==> config.mk <==
export PLATFORM = sky130hd
export DESIGN_NAME = seq_divider
export DESIGN_NICKNAME = d
export VERILOG_FILES = /design/src/rtl/seq_divider.sv
export SDC_FILE = /design/constraint.sdc
export NUM_CORES = 1
export LEC_CHECK = 0
export ABC_AREA = 1
export BUFFER_PORTS_ARGS = -buffer_cell sky130_fd_sc_hd__buf_2
export CELL_PAD_IN_SITES_DETAIL_PLACEMENT = 1
export CELL_PAD_IN_SITES_GLOBAL_PLACEMENT = 1
export CORE_ASPECT_RATIO = 1.25
export CORE_MARGIN = 4
export CORE_UTILIZATION = 42
export DETAILED_ROUTE_END_ITERATION = 8
export PLACE_DENSITY = 0.84
export REMOVE_ABC_BUFFERS = 1
export SLEW_MARGIN = 20
export SYNTH_ARGS = -nofsm -noshare
export SYNTH_HDL_FRONTEND = slang
export SYNTH_SLANG_ARGS = --single-unit
==> constraint.sdc <==
create_clock -name clk -period 2.2 [get_ports clk]
set_input_delay 0.33 -clock clk [delete_from_list [all_inputs] [get_ports clk]]
set_output_delay 0.33 -clock clk [all_outputs]
set_load 0.01 [all_outputs]
==> src/rtl/seq_divider.sv <==
// ---------------------------------------------------------------------------
// seq_divider
//
// Sequential restoring shift-subtract divider. One quotient bit is produced
// per clock, so a normal operation takes WIDTH cycles from the accepting edge
// to the done pulse. A zero divisor is detected at acceptance and answered
// after a single cycle. Results are held until the next operation's done.
//
// Optional feature macro:
//   SEQ_DIV_SIGNED_EN - two's-complement signed operands and results.
//                       Magnitudes are divided, and signs are applied on the
//                       done cycle. The quotient truncates toward zero.
//
// Ports:
//   clk          rising-edge clock
//   rst_n        asynchronous active-low reset
//   start        request, sampled only while busy=0
//   dividend     numerator, captured on an accepted start
//   divisor      denominator, captured on an accepted start
//   busy         operation in progress
//   done         one-cycle pulse, results valid
//   quotient     registered quotient
//   remainder    registered remainder
//   div_by_zero  last accepted operation had divisor=0
// ---------------------------------------------------------------------------
module seq_divider #(
  parameter int WIDTH = 8
) (
  input  logic             clk,
  input  logic             rst_n,
  input  logic             start,
  input  logic [WIDTH-1:0] dividend,
  input  logic [WIDTH-1:0] divisor,
  output logic             busy,
  output logic             done,
  output logic [WIDTH-1:0] quotient,
  output logic [WIDTH-1:0] remainder,
  output logic             div_by_zero
);

  localparam int CNT_W = $clog2(WIDTH + 1);

  typedef enum logic [1:0] {
    IDLE = 2'd0,
    RUN  = 2'd1,
    ZERO = 2'd2
  } state_t;

  state_t state, state_next;

  logic [WIDTH:0]   p_reg;
  logic [WIDTH-1:0] q_reg;
  logic [WIDTH-1:0] dvs_reg;
  logic [CNT_W-1:0] cnt;

  logic             accept;
  logic             accept_zero;
  logic             last_step;

  logic [WIDTH:0]   p_shift;
  logic [WIDTH:0]   p_trial;
  logic [WIDTH:0]   p_next;
  logic [WIDTH-1:0] q_next;

  logic [WIDTH-1:0] dd_mag;
  logic [WIDTH-1:0] ds_mag;
  logic [WIDTH-1:0] quo_fin;
  logic [WIDTH-1:0] rem_fin;

`ifdef SEQ_DIV_SIGNED_EN
  logic neg_q;
  logic neg_r;
`endif

  assign busy = (state != IDLE);

  // State register.
  always_ff @(posedge clk or negedge rst_n) begin
    if (!rst_n) begin
      state <= IDLE;
    end else begin
      state <= state_next;
    end
  end

  // Next-state decode and one-cycle control strobes for the datapath.
  // last_step fires on the RUN cycle whose edge brings the counter to 0.
  always_comb begin
    state_next  = state;
    accept      = 1'b0;
    accept_zero = 1'b0;
    last_step   = 1'b0;
    case (state)
      IDLE: begin
        if (start) begin
          if (divisor != '0) begin
            state_next = RUN;
            accept     = 1'b1;
          end else begin
            state_next  = ZERO;
            accept_zero = 1'b1;
          end
        end
      end
      RUN: begin
        if (cnt == CNT_W'(1)) begin
          state_next = IDLE;
          last_step  = 1'b1;
        end
      end
      ZERO: begin
        state_next = IDLE;
      end
      default: begin
        state_next = IDLE;
      end
    endcase
  end

  // One restoring step. The partial remainder is WIDTH+1 bits wide, so the
  // shifted value cannot lose a carry when the divisor has its top bit set.
  // A negative trial difference shows up in its MSB.
  always_comb begin
    p_shift = {p_reg[WIDTH-1:0], q_reg[WIDTH-1]};
    p_trial = p_shift - {1'b0, dvs_reg};
    if (!p_trial[WIDTH]) begin
      p_next = p_trial;
      q_next = {q_reg[WIDTH-2:0], 1'b1};
    end else begin
      p_next = p_shift;
      q_next = {q_reg[WIDTH-2:0], 1'b0};
    end
  end

  // Operand magnitudes at capture and sign fix-up of the final result.
  // In signed mode the most-negative value has no positive counterpart in
  // WIDTH bits. Its unsigned pattern is still the correct magnitude, and
  // most-negative / -1 wraps back to most-negative without special casing.
  always_comb begin
`ifdef SEQ_DIV_SIGNED_EN
    dd_mag  = dividend[WIDTH-1] ? (~dividend + 1'b1) : dividend;
    ds_mag  = divisor[WIDTH-1]  ? (~divisor + 1'b1)  : divisor;
    quo_fin = neg_q ? (~q_next + 1'b1) : q_next;
    rem_fin = neg_r ? (~p_next[WIDTH-1:0] + 1'b1) : p_next[WIDTH-1:0];
`else
    dd_mag  = dividend;
    ds_mag  = divisor;
    quo_fin = q_next;
    rem_fin = p_next[WIDTH-1:0];
`endif
  end

  // Datapath and result registers. On a zero-divisor accept, q_reg holds the
  // raw dividend so the ZERO cycle can return it as the remainder.
  always_ff @(posedge clk or negedge rst_n) begin
    if (!rst_n) begin
      p_reg       <= '0;
      q_reg       <= '0;
      dvs_reg     <= '0;
      cnt         <= '0;
      done        <= 1'b0;
      quotient    <= '0;
      remainder   <= '0;
      div_by_zero <= 1'b0;
`ifdef SEQ_DIV_SIGNED_EN
      neg_q       <= 1'b0;
      neg_r       <= 1'b0;
`endif
    end else begin
      done <= 1'b0;
      if (accept) begin
        p_reg   <= '0;
        q_reg   <= dd_mag;
        dvs_reg <= ds_mag;
        cnt     <= CNT_W'(WIDTH);
`ifdef SEQ_DIV_SIGNED_EN
        neg_q   <= dividend[WIDTH-1] ^ divisor[WIDTH-1];
        neg_r   <= dividend[WIDTH-1];
`endif
      end
      if (accept_zero) begin
        q_reg <= dividend;
      end
      if (state == RUN) begin
        p_reg <= p_next;
        q_reg <= q_next;
        cnt   <= cnt - 1'b1;
        if (last_step) begin
          done        <= 1'b1;
          quotient    <= quo_fin;
          remainder   <= rem_fin;
          div_by_zero <= 1'b0;
        end
      end
      if (state == ZERO) begin
        done        <= 1'b1;
        quotient    <= '1;
        remainder   <= q_reg;
        div_by_zero <= 1'b1;
      end
    end
  end

endmodule
# Yosys cells after proc, flatten, opt, wreduce, memory -nomap -nowiden
# Cells that the tools add are included.
# W data, S select, Z words.
# word_totals
regBits,48
latchBits,0
ramBits,0
romBits,0
inputBits,19
out_inout_bits,19
wordCells,58
n_memories,0
# classes
addsub,2
mul,0
n_div,0
magnitude_cmp,0
eq_ne,5
shift,0
n_mux,33
n_bitwise,0
reduce_logical,9
# ops
op,n
$mux W8,12
$mux W1,15
$sub A9 B8 Y9,1
$mux W4,2
$reduce_bool A2 Y1,4
$reduce_bool A8 Y1,1
$mux W2,3
$eq A4 B1 Y1 const B,1
$ne A2 B2 Y1 const B,2
$pmux W2 S2,1
$reduce_and A2 Y1,2
$sub A4 B1 Y4 const B,1
$reduce_bool A3 Y1,1
$eq A2 B1 Y1 const B,1
$eq A2 B2 Y1 const B,1
$logic_not A2 Y1,1

# Longest topological paths before layout
# logic_depth
word_depth,7
mapped_depth,14
mapped_depth_nobuf,14

# Worst setup path before layout
# No wires, ideal clock.
# synth_timing
path_type,reg2reg
start,register q_reg[7]
end,register remainder[2]
setup_time_ns,0.116
arrival_time_ns,1.732
required_time_ns,2.084
path_slack_ns,0.351
stages_incl_launch_ff,15
n_path_buf,0
period_less_slack_ns,1.849
cell_sequence,dfrtp_1 > inv_1 > ha_1 > inv_1 > fa_1 > nand2_1 > nand2_2 > nand3_2 > nand2_2 > nand2_1 > nand2_1 > nand2_1 > nand3_1 > nand2_1 > nand2_1
# synth_via
elab_chain_cells,5
# synth_rtl
element,line,source
start: declaration,52,logic [WIDTH-1:0] q_reg;
start signal: assignment,173,q_reg <= dd_mag;
start signal: assignment,182,q_reg <= dividend;
start signal: assignment,186,q_reg <= q_next;
$sub A9 B8 Y9,125,"p_trial = p_shift - {1'b0, dvs_reg};"
$mux W8,126,if (!p_trial[WIDTH]) begin
$mux W8,188,if (last_step) begin
$mux W8,184,if (state == RUN) begin
$mux W8,195,if (state == ZERO) begin
end signal: assignment,191,remainder <= rem_fin;
end signal: assignment,198,remainder <= q_reg;
end: declaration,37,"output logic [WIDTH-1:0] remainder,"
# No other way between the ends. The select of a mux whose other input is x is not followed.
# A chain may end at the register's enable or synchronous reset.

# Worst setup path in the final report
# layout_timing
start,register q_reg[7]
end,register remainder[7]
# layout_via
elab_chain_cells,5
# layout_rtl
element,line
$sub A9 B8 Y9,125
$mux W8,126
$mux W8,188
$mux W8,184
$mux W8 (*),195
# Every way passes the cells marked *; elsewhere a longest branch is shown, timed or not. The select of a mux whose other input is x is not followed.

==> metrics.md <==
| Metric | Value |
|---|---|
| Status | completed |
| Crit path max-delay cell type | dfrtp_1 |
| Starting Density | 43.19% |
| CTS tree | done |
| Count of pins over their slew limit | 0 |
| Library cell with the highest instance count after synthesis | nand2_1 |
| Number of antenna violations at the first check in global routing | 0 |
| Share of final-layout standard cells stronger than drive strength 1 | 18.64% |
| Worst slew slack as a fraction of its limit | 59.35% |
| Overall power after layout | 4.694 mW |
| Startpoint kind of the worst setup timing path | flip-flop |
| Area fraction of the dominant cell type after synthesis | 44.82% |
| Die Y | 97.31 um |
| CP Max Fanout | 7 |
| EDFF count, synth | 0 |
| Final Cycle Share | 95.91% |
| Worst setup slack before clock tree synthesis | 0.07158 ns |
| Cell variety after synth | 34 |
| Leading area contributor after synthesis | dfrtp_1 |
| Latest clock arrival within the worst-skew pair | 0.31 ns |
| Actual slew at the worst max-slew pin | 0.6098 ns |
| Global-route wire length before repair | 12190 um |
| Fraction of the yosys area taken by sequential cells | 44.82% |
| Total Die Area | 7731 sq um |
| Signed area change from the synthesized netlist to the final layout | 16.43% |
| Weighted congestion reported at the end of routability-driven placement | 0.8124 |
| Initial DRC Count | 123 |
| Final layout net count | 430 |
| Synthesized flop and latch total | 48 |
| Max-capacitance violation count | 0 |
| Smallest setup slack after layout | 0.09002 ns |
| Placed cell count | 471 |
| Vias in the first global route | 2663 |
| Post-Route Setup TNS | 0 ns |
| TritonCTS buffer count | 5 |
| Final Hold Violating Endpoints | 0 |
| Via Count | 2419 |
| Count of final setup violators | 0 |
| Clock-pin slew on the worst setup and hold paths | 0.09 ns |
| Setup clock skew after layout | 0.01073 ns |
| Clock sink total | 48 |
| ANT cells | 0 |
| Yosys warning count | 0 |
| Maximum vdd ir drop | 0.6741 mV |
| H-tree depth | 2 |
| Fill cell count | 808 |
| Synthesized area per cell | 7.657 sq um |
| Post-route minimum period | 2.110 ns |
| Average wire length per cell after detail routing | 14.97 um |
| Vias per inst | 5.019 |
| Data required time at the worst endpoint | 2.40 ns |
| Number of hold-repair buffers added at the cts stage | 0 |
| Root buffer selected by CTS | clkbuf_8 |
| Path category of the worst min-delay check | in2async |
| # rows | 32 |
| Post-detailed-placement half-perimeter wirelength | 5337 um |
| Number of ports placed on the die boundary | 38 |
| Most area-consuming cells after synthesis | dfrtp_1, nand2_1, inv_1, ha_1, nand3_1 |
| Detailed-route DRC error count | 0 |
| Maximum number of pins on one net before global-route repair | 49 |
| Die Wd | 79.45 um |
| Highest cell delay on the worst timing path | 0.41 ns |
| Reg2Reg Depth | 14 |
| Final wirelength | 7216 um |
| Static leakage | 1.807 nW |
| Placeable core area | 6206 sq um |
| Number of nets with antenna violations after detailed routing | 0 |
| Instance count of the mapped netlist | 350 |
| Port Buffers | 37 |
| Share of async-settable or async-resettable flops after synthesis | 100.0% |
| Worst setup path class | reg2reg |
| Count of placed standard cells in the final layout, fillers left out | 482 |
| Crit path arrival time | 2.31 ns |
| Global-route usage over all layers | 19.60% |
| Synthesized cell area | 2680 sq um |
| Max frequency | 0.4739 GHz |
| Number of buffers on the longest clock path | 2 |
| Prevailing post-synth register cell | dfrtp_1 |
| 1st-pass router iterations | 4 |
| Power per cell area | 1504 nW/um^2 |
| Setup crit end kind | flip-flop |
| Worst-path cell chain | inv_2, ha_1, inv_2, fa_2, nand2_1, nand2_2, nand3_4, nand2_4, nand2_4, nand2_4, nand2_2, nand3_1, nand2_1, nand2_1 |
| Congestion Overflow GR | 0 |
| Commonest cells post-synth | nand2_1, inv_1, dfrtp_1 |
[cells in the final DEF (no fill, tap or decap), drive strengths merged, types with 2 or more instances in the layout]
cell type / synthesis / routed
xor2: 2 / 2
inv: 55 / 55
o22ai: 9 / 9
nor2: 25 / 25
clkinv: 1 / 2
nand4: 2 / 2
dfrtp: 48 / 48
a31oi: 2 / 2
or2: 3 / 3
a21oi: 21 / 21
clkbuf: 1 / 6
nand2: 115 / 115
nand3: 27 / 27
ha: 13 / 13
buf: 5 / 46
o21ai: 15 / 15
[worst paths after layout]
path	startpoint	end	slack [ns]
worst min register to register	remainder[7]	remainder[7]	0.48
worst min-delay path	rst_n	div_by_zero	0.10
min in group clk	dividend[2]	q_reg[2]	0.26
worst max-delay path	q_reg[7]	remainder[7]	0.09
max in group asynchronous	rst_n	dvs_reg[7]	1.67
worst max register to register	q_reg[7]	remainder[7]	0.09
[per-layer routing]
layer	part of all wire [%]	track usage [%]	up-vias	routed length, um
met3	1.5	2.597	10	109
met5	0	0	-	0
met4	1.7	4.894	0	122
li1	-	-	1201	-
met1	42	23.16	1184	3000
met2	55	36.46	24	3984
[cell type report]
type,count,area (sq um),area share (%)
sequential,48,1201,38.49
timing repair buffer,46,252.7,8.099
clock inverter,1,8.758,0.2807
clock buffer,6,82.58,2.646
multi-input combinational,240,1259,40.34
inverter,56,210.2,6.736
tap,85,106.4,3.408
[critical path, delay by kind of cell, from the launching register on]
| family | cells | cell delay (ns) |
|---|---|---|
| buf+inv | 2 | 0.13 |
| fa+ha+maj | 2 | 0.53 |
| flops | 1 | 0.41 |
| simple gates | 10 | 0.94 |
[metrics by stage]
step,cell area (sq um),utilization [%],hold slack [ns]
floorplan,2643,-,0.03441
global placement,2972,47.88,0.4630
detailed placement,2972,47.88,0.4643
CTS,3063,49.35,0.1526
global route,3120,50.28,0.1736
finish,3120,50.28,0.1019
[cells by family (layout without fill, tap and decap cells)]
kind of cell / count (synthesis) / count (layout) / synth area share, %
simple gates: 175 / 175 / 28.01
buf+inv: 62 / 109 / 9.243
xor+xnor: 2 / 2 / 0.6537
flops: 48 / 48 / 44.82
fa+ha+maj: 14 / 14 / 6.816
compound gates: 49 / 49 / 10.46
[where the power goes]
part / switching (mW) / total [mW] / internal [mW]
clock network: 0.304 / 0.555 / 0.251
registers: 0.241 / 1.46 / 1.22
logic: 1.70 / 2.67 / 0.978
total: 2.24 / 4.69 / 2.45
[timing repair]
action | 4_1_cts | 5_1_grt
endpoints found under the setup margin | 0 | 16
buffers inserted | 0 | 4
gates resized for setup | 0 | 8
Power figures use the tool's default switching activity.
